## src/rtl/imgproc_msg_reader_pkg.sv

```systemverilog
// rtl/imgproc_msg_reader_pkg.sv - shared constants, state enum and word decode for the message reader
package imgproc_msg_reader_pkg;

  // Slave register map (word addresses)
  localparam logic [2:0] REG_STATUS = 3'd0;
  localparam logic [2:0] READ_MSG   = 3'd1;

  // Status register: number of buffered words lives in [15:8]
  localparam int USEDW_MSB = 15;
  localparam int USEDW_LSB = 8;

  // "RBY", zero-extended
  localparam logic [31:0] MSG_HEADER_DEF = 32'h00524259;

  localparam int COORD_W = 11;

  typedef enum logic [2:0] {
    POLL_WAIT,
    STAT_RD,
    STAT_CHK,
    HDR_RD,
    HDR_CHK,
    DATA_RD,
    DATA_CHK,
    OUT
  } state_e;

  typedef struct packed {
    logic [COORD_W-1:0] x;
    logic [COORD_W-1:0] y;
  } coord_t;

  function automatic logic [7:0] status_usedw(input logic [31:0] word);
    return word[USEDW_MSB:USEDW_LSB];
  endfunction

  // x in [26:16], y in [10:0]; the gaps above each field are don't-care
  function automatic coord_t decode_word(input logic [31:0] word);
    coord_t c;
    c.x = word[26:16];
    c.y = word[10:0];
    return c;
  endfunction

endpackage

```

## src/rtl/imgproc_msg_decode.sv

```systemverilog
// rtl/imgproc_msg_decode.sv - combinational split of a coordinate word into x and y
module imgproc_msg_decode
  import imgproc_msg_reader_pkg::*;
(
  input  logic [31:0]        word_i,
  output logic [COORD_W-1:0] x_o,
  output logic [COORD_W-1:0] y_o
);

  coord_t coord;

  assign coord = decode_word(word_i);
  assign x_o   = coord.x;
  assign y_o   = coord.y;

endmodule

```

## src/rtl/imgproc_msg_reader.sv

```systemverilog
// rtl/imgproc_msg_reader.sv - Avalon-MM master draining bounding-box messages into decoded records
module imgproc_msg_reader
  import imgproc_msg_reader_pkg::*;
#(
  parameter int unsigned POLL_INTERVAL = 1000,
  parameter int unsigned MSG_WORDS     = 7,
  parameter logic [31:0] MSG_HEADER    = MSG_HEADER_DEF
) (
  input  logic        clk,
  input  logic        reset_n,
  output logic        m_chipselect,
  output logic        m_read,
  output logic [2:0]  m_address,
  input  logic [31:0] m_readdata,
  output logic        box_valid,
  input  logic        box_ready,
  output logic [10:0] r_xmin,
  output logic [10:0] r_ymin,
  output logic [10:0] r_xmax,
  output logic [10:0] r_ymax,
  output logic [10:0] b_xmin,
  output logic [10:0] b_ymin,
  output logic [10:0] b_xmax,
  output logic [10:0] b_ymax,
  output logic [10:0] y_xmin,
  output logic [10:0] y_ymin,
  output logic [10:0] y_xmax,
  output logic [10:0] y_ymax,
  output logic [7:0]  sync_err
);

  // Poll counter counts down from POLL_INTERVAL-1 so POLL_WAIT lasts exactly POLL_INTERVAL cycles
  localparam logic [10:0] POLL_LOAD = 11'(POLL_INTERVAL - 1);
  // Index of the last coordinate word (header excluded)
  localparam logic [2:0]  LAST_IDX  = 3'(MSG_WORDS - 2);

  state_e             state_q;
  logic [10:0]        poll_cnt_q;
  logic [2:0]         idx_q;
  logic               m_chipselect_q;
  logic               m_read_q;
  logic [2:0]         m_address_q;
  logic               box_valid_q;
  logic [7:0]         sync_err_q;
  logic [COORD_W-1:0] coord_q [12];

  logic [COORD_W-1:0] word_x;
  logic [COORD_W-1:0] word_y;
  logic [7:0]         usedw;

  imgproc_msg_decode u_decode (
    .word_i (m_readdata),
    .x_o    (word_x),
    .y_o    (word_y)
  );

  assign usedw = status_usedw(m_readdata);

  // Sequencer: every *_RD state strobes the bus for one cycle, every *_CHK state consumes m_readdata
  always_ff @(posedge clk or negedge reset_n) begin
    if (!reset_n) begin
      state_q        <= POLL_WAIT;
      poll_cnt_q     <= '0;
      idx_q          <= '0;
      m_chipselect_q <= 1'b0;
      m_read_q       <= 1'b0;
      m_address_q    <= REG_STATUS;
      box_valid_q    <= 1'b0;
      sync_err_q     <= '0;
      for (int i = 0; i < 12; i++) begin
        coord_q[i] <= '0;
      end
    end else begin
      case (state_q)
        POLL_WAIT: begin
          if (poll_cnt_q == 11'd0) begin
            state_q        <= STAT_RD;
            m_chipselect_q <= 1'b1;
            m_read_q       <= 1'b1;
            m_address_q    <= REG_STATUS;
          end else begin
            poll_cnt_q <= poll_cnt_q - 11'd1;
          end
        end
        STAT_RD: begin
          state_q        <= STAT_CHK;
          m_chipselect_q <= 1'b0;
          m_read_q       <= 1'b0;
        end
        STAT_CHK: begin
          if ({24'd0, usedw} >= MSG_WORDS) begin
            state_q        <= HDR_RD;
            m_chipselect_q <= 1'b1;
            m_read_q       <= 1'b1;
            m_address_q    <= READ_MSG;
          end else begin
            state_q    <= POLL_WAIT;
            poll_cnt_q <= POLL_LOAD;
          end
        end
        HDR_RD: begin
          state_q        <= HDR_CHK;
          m_chipselect_q <= 1'b0;
          m_read_q       <= 1'b0;
        end
        HDR_CHK: begin
          m_chipselect_q <= 1'b1;
          m_read_q       <= 1'b1;
          if (m_readdata == MSG_HEADER) begin
            idx_q       <= '0;
            state_q     <= DATA_RD;
            m_address_q <= READ_MSG;
          end else begin
            // One word is dropped; re-check the fill level before trying the next one as a header
            if (sync_err_q != 8'hFF) begin
              sync_err_q <= sync_err_q + 8'd1;
            end
            state_q     <= STAT_RD;
            m_address_q <= REG_STATUS;
          end
        end
        DATA_RD: begin
          state_q        <= DATA_CHK;
          m_chipselect_q <= 1'b0;
          m_read_q       <= 1'b0;
        end
        DATA_CHK: begin
          coord_q[{idx_q, 1'b0}] <= word_x;
          coord_q[{idx_q, 1'b1}] <= word_y;
          idx_q                  <= idx_q + 3'd1;
          if (idx_q == LAST_IDX) begin
            state_q     <= OUT;
            box_valid_q <= 1'b1;
          end else begin
            state_q        <= DATA_RD;
            m_chipselect_q <= 1'b1;
            m_read_q       <= 1'b1;
            m_address_q    <= READ_MSG;
          end
        end
        OUT: begin
          // Skip the poll wait after a handshake so queued messages drain back to back
          if (box_ready) begin
            box_valid_q    <= 1'b0;
            state_q        <= STAT_RD;
            m_chipselect_q <= 1'b1;
            m_read_q       <= 1'b1;
            m_address_q    <= REG_STATUS;
          end
        end
        default: begin
          state_q        <= POLL_WAIT;
          poll_cnt_q     <= '0;
          m_chipselect_q <= 1'b0;
          m_read_q       <= 1'b0;
          box_valid_q    <= 1'b0;
        end
      endcase
    end
  end

  assign m_chipselect = m_chipselect_q;
  assign m_read       = m_read_q;
  assign m_address    = m_address_q;
  assign box_valid    = box_valid_q;
  assign sync_err     = sync_err_q;

  assign r_xmin = coord_q[0];
  assign r_ymin = coord_q[1];
  assign r_xmax = coord_q[2];
  assign r_ymax = coord_q[3];
  assign b_xmin = coord_q[4];
  assign b_ymin = coord_q[5];
  assign b_xmax = coord_q[6];
  assign b_ymax = coord_q[7];
  assign y_xmin = coord_q[8];
  assign y_ymin = coord_q[9];
  assign y_xmax = coord_q[10];
  assign y_ymax = coord_q[11];

endmodule
```

## config.mk

```make
export PLATFORM = sky130hd
export DESIGN_NAME = imgproc_msg_reader
export DESIGN_NICKNAME = d
export VERILOG_FILES = /design/src/rtl/imgproc_msg_reader_pkg.sv /design/src/rtl/imgproc_msg_decode.sv /design/src/rtl/imgproc_msg_reader.sv
export SDC_FILE = /design/constraint.sdc
export NUM_CORES = 1
export LEC_CHECK = 0
export ABC_AREA = 1
export CORE_UTILIZATION = 48
export CTS_CLUSTER_DIAMETER = 30
export CTS_CLUSTER_SIZE = 16
export DETAILED_ROUTE_END_ITERATION = 10
export GPL_ROUTABILITY_DRIVEN = 0
export PLACE_DENSITY = 0.89
export SYNTH_ARGS = -nofsm -noshare
export SYNTH_HDL_FRONTEND = slang
export SYNTH_SLANG_ARGS = --single-unit
```

## constraint.sdc

```tcl
create_clock -name clk -period 1.6 [get_ports clk]
set_input_delay 0.16 -clock clk [delete_from_list [all_inputs] [get_ports clk]]
set_output_delay 0.16 -clock clk [all_outputs]
set_load 0.02 [all_outputs]
```

Yosys cells after proc, flatten, opt, wreduce, memory -nomap -nowiden

Index checks and enable logic that the tools add are counted.

Add/subtract/negate cells: 3
Magnitude comparators: 5
Equality and inequality tests: 18
Muxes and demuxes: 31
Bitwise logic cells: 3
Reduce and logical (&&, ||, !) cells: 16

Operators by type and width:

| kind                                                              | count |
|---|---|
| bitwise mux 132 bit                                               | 2 |
| demux 11 bit (select 4 bit)                                       | 2 |
| 2-to-1 mux 11 bit                                                 | 4 |
| equality test 32 x 23 -> 1 bit, second input constant             | 1 |
| 2-to-1 mux 3 bit                                                  | 8 |
| case mux 3 bit (8 select lines)                                   | 1 |
| case mux 11 bit (2 select lines)                                  | 1 |
| inequality test 2 bit, second input constant                      | 8 |
| equality test 3 bit, second input constant                        | 5 |
| case mux 3 bit (5 select lines)                                   | 1 |
| logical NOT 11 bit                                                | 1 |
| subtractor 11 x 1 -> 11 bit, second input constant                | 1 |
| greater-or-equal comparator 5 bit, second input constant          | 2 |
| less-than comparator 5 x 1 -> 1 bit, second input constant        | 2 |
| inverter 4 -> 5 bit                                               | 2 |
| AND reduction 3 bit                                               | 3 |
| adder 8 x 1 -> 8 bit, second input constant                       | 1 |
| greater-or-equal comparator 8 x 3 -> 1 bit, second input constant | 1 |
| inequality test 8 bit, second input constant                      | 1 |
| 2-to-1 mux 1 bit                                                  | 7 |
| equality test 3 x 2 -> 1 bit, second input constant               | 2 |
| case mux 1 bit (6 select lines)                                   | 1 |
| case mux 3 bit (2 select lines)                                   | 1 |
| nonzero test 2 bit                                                | 3 |
| other kinds (12)                                                  | 15 |

Register bits: 162
Word-level logic and storage cells: 95

Logic depth before layout (Yosys ltp)

Word-level depth: 7
Gate-level depth with buffers: 11

Cells and area by module

From an unflattened synthesis, not the netlist that was laid out.

Cell total of the unflattened synthesis: 751
Area total of the unflattened synthesis: 7,118.1 sq um

By module, submodules not included:

| module             | instances | cells each | area an instance (sq um) | seq. area each (sq um) |
|---|---|---|---|---|
| imgproc_msg_reader | 1         | 729        | 6,952.9                  | 4,003.8 |
| imgproc_msg_decode | 1         | 22         | 165.2                    | 0.0 |

Least setup slack after synthesis

Ideal clock, no wire load.

Path type: flip-flop to flip-flop
Start: reg sync_err_q[0] (netlist: sync_err[0])
End: reg sync_err_q[6] (netlist: sync_err[6])
Arrival time: 1.364 ns
Data required time: 1.473 ns
Slack: 0.109 ns
Stages on the path, launching flop included: 9
Path buffers: 1
Path through: dfrtp_1 -> ha_1 -> nand4_1 -> nor2_1 -> nor2_4 -> nand2_2 -> buf_6 -> nand2_1 -> o21ai_0

Longest elaborated chain between the ends: 2
Elaborated cells on any way between the ends: 3
Those cells by class: add/sub (1); eq/ne (1); reduce/logical (1)

RTL lines:

| what                                                                         | line                      | RTL |
|---|---|---|
| start: declaration                                                           | imgproc_msg_reader.sv:44  | `logic [7:0] sync_err_q;` |
| start signal: assignment                                                     | imgproc_msg_reader.sv:116 | `sync_err_q <= sync_err_q + 8'd1;` |
| parallel branches: the longest is 2 deep, another holds adder 8 x 1 -> 8 bit | --                        |  |

Parallel ways; which one is timed is not known.
A chain may end at the register's enable or synchronous reset.

Worst setup path after layout

Start: reg coord_q (netlist bit y_ymin[7])
End: out y_ymin[7]

RTL lines:

| what                             | line                      | RTL |
|---|---|---|
| start: declaration               | imgproc_msg_reader.sv:45  | `logic [COORD_W-1:0] coord_q [12];` |
| start signal: indexed assignment | imgproc_msg_reader.sv:128 | `coord_q[{idx_q, 1'b0}] <= word_x;` |
| start signal: indexed assignment | imgproc_msg_reader.sv:129 | `coord_q[{idx_q, 1'b1}] <= word_y;` |
| end: declaration                 | imgproc_msg_reader.sv:26  | `output logic [10:0] y_ymin,` |

No word-level cell between the ends.

==> flow_summary.yaml <==
timing:
  drv_slew: 0
  timing.final.crit_share_pct: 99.03
  setup_ws_ps: 15.50
  setup_viol: 0
  tns_ps: 0
  fmax_mhz: 631.1
  hold_viol_final: 0
  holdWs_ps: 226.8
  grt_setup_unrepaired: "false"
  finClkSkew_ps: 7.573
  min_period_ps: 1585
die:
  core_mm2: 0.01340
  ios: 181
  dieArea_mm2: 0.01435
  die_width_um: 119.8
  start_util_pct: 49.69
  core.rowCount: 42
  die_h_um: 119.8
clock_network:
  cts.sinks: 160
  clockBufferDepth: 2
  clockRootBuffer: "clkbuf_16"
  cts_buffers: 17
  htree_levels: 4
  cts_tree: "yes"
  clk_latency_ps: 430
  clkTransAtPathRegs_ps: 70
synthesis:
  synthXorXnorAreaFrac_pct: 0.9207
  syn_inst: 705
  synth_mux_area_share_pct: 0
  yosysTopAreaCell: "dfrtp_1"
  synthDistinctLibCells: 29
  synth_top_area_share_pct: 60.13
  synth_fa_ha_area_share_pct: 0.9395
  synthSimpleGateAreaFrac_pct: 19.94
  ys_ff_latch: 160
  synth_top_family_by_area: "simple AND/OR/NAND/NOR gates"
  synth_area_leaders: "dfrtp_1 60%, nand2_1 12%, o21ai_0 5.6%, o21ai_1 5.2%, nand3_1 2.3%"
  seq_area_frac_synth_pct: 60.13
  syn_avg_cell_area_um2: 9.445
  syn_area_mm2: 0.006659
  yosysWarningCount: 0
  synth_compound_area_share_pct: 11.35
global_routing:
  grt_first_pass_wirelength_mm: 29.48
  antenna_found_initial: 0
  grt_overflow: 0
  track_usage_pct: 26.92
  grt_start_max_net_pins: 45
  grt_pass1_vias: 5661
worst_setup_path:
  worstPathRequired_ps: 1440
  cp_num_buf_inv: 1
  cp_top_family: "buffers and inverters"
  cp_slowest_cell: "clkdlybuf4s50_1"
  crit_arrival_ps: 1420
  reg2reg_setup_slack_ps: 100
  path_cells: "clkdlybuf4s50_1"
  endpoint_kind: "primary output"
  crit_path_max_incr_delay_ps: 640
  path_class: "reg -> out"
  path_max_fanout: 2
  startpoint_type: "flip-flop"
run_status:
  status: "completed"
final_layout:
  drive_gt1_share_pct: 12.04
  area_growth_pct: 42.63
  fillers: 916
  final_cell_count_no_fill: 1106
  layout.cells.most_common_list: "212 x nand2_1, 160 x dfrtp_1, 133 x clkdlybuf4s50_1"
  final_common_cell: "nand2_1"
  final_net_count: 957
  diodes: 0
drt:
  vias_per_cell: 5.224
  ant_nets: 0
  route.detailed.drc: 0
  drt_iter0_drc: 410
  wl_mm: 18.49
  num_vias: 5778
  wl_per_cell_um: 16.72
  dr.pass1.iters: 5
run:
  max_cap_violations: 0
power:
  total_power_mw: 18.61
  pwr_density_cell_mw_per_mm2: 1959
  ir_worst_vdd_v: 0.001030
  leakage_nw: 4.697
place:
  place_ws_ps: -416.2
  dp_cells: 1072
  hpwl_mm: 12.51
  port_buffers: 178
min_path:
  hp-class: "in -> async"
==> synthesized netlist by cell type <==
master    count
a21oi_1       3
a31oi_1       1
buf_2        17
buf_4         4
buf_6        11
clkbuf_2      1
clkinv_4      1
conb_1        1
dfrtp_1     160
ha_1          5
inv_1        37
inv_2        14
nand2_1     212
nand2_2       3
nand3_1      30
nand3_4       1
nand3b_1      3
nand4_1       4
nand4_4       6
nor2_1       32
nor2_2        1
nor2_4        1
nor3_1        4
o21ai_0      74
o21ai_1      69
o21bai_4      1
or2_2         2
xnor2_1       4
xor2_1        3
==> sequential cells by signal (all words and copies together) (netlist names) <==
register	count
sync_err	8
poll_cnt_q	11
y_xmax	11
box_valid	1
state_q	3
b_xmin	11
y_ymin	11
r_xmin	11
y_ymax	11
y_xmin	11
b_ymin	11
r_xmax	11
r_ymax	11
r_ymin	11
m_read	1
b_xmax	11
b_ymax	11
m_address	1
idx_q	3
==> cell type report <==
type                    count  area (um2)  share of cell area, %
flip-flops and latches    160        4004                  42.16
repair buffers            225        2252                  23.71
multi-input cells         461        2235                  23.53
clock buffers              17       425.4                  4.479
well taps                 176       220.2                  2.319
inverters                  52       200.2                  2.108
clock inverters            15       161.4                  1.699
==> worst reg2reg max path: cells and delay by family, from the launching register on <==
family	cells	cell delay, ps
buffers and inverters	3	590
flip-flops	1	400
AND/OR/NAND/NOR	3	330
AO/OA/AOI/OAI	1	110
==> kinds of logic (layout without fill, tap and decap cells) <==
logic type	count (synthesis)	after routing
AOI/OAI and AO/OA	148	148
adders and majority gates	5	5
DFF	160	160
other	1	2
buffers and inverters	85	309
xor gates and xnor gates	7	7
and+or+nand+nor	299	299
==> per-stage QoR <==
step	cell area (um2)	util, %
after detailed placement	8835	65.93
after global routing	9498	70.88
after CTS	9407	70.20
final	9498	70.88
after floorplan	6663	-
after global placement	8835	65.93
==> repair_timing <==
item                                    CTS  global route
resized for setup                        21            30
hold buffers                              1             0
hold endpoints to repair                 92             0
endpoints found under the setup margin   21            47
pin swaps                                 0             1
buffers inserted                          0             1
==> power breakdown <==
part	switching (mW)	total (mW)	internal, mW
Combinational	4.41	7.89	3.48
Clock	1.72	4.03	2.31
Sequential	1.08	6.69	5.62
==> worst paths after layout <==
path,start,end,depth (start not counted)
worst min register to register,b_ymin[8]$_DFFE_PN0P_,b_ymin[8]$_DFFE_PN0P_,2
max in group asynchronous,reset_n,y_xmax[4]$_DFFE_PN0P_,3
worst max-delay path,y_ymin[7]$_DFFE_PN0P_,y_ymin[7],1
min in group clk,box_ready,box_valid$_DFFE_PN0P_,4
worst max register to register,state_q[0]$_DFFE_PN0P_,y_xmin[3]$_DFFE_PN0P_,7
worst min-delay path,reset_n,r_xmax[1]$_DFFE_PN0P_,2
==> layer usage <==
layer	wire length (um)	vias to the layer above	track usage [%]
li1	-	2706	-
met1	7603	2804	33.44
met2	9198	225	45.88
met3	1221	43	6.654
met4	471	0	9.141
met5	0	-	0
Power figures use the tool's default switching activity.
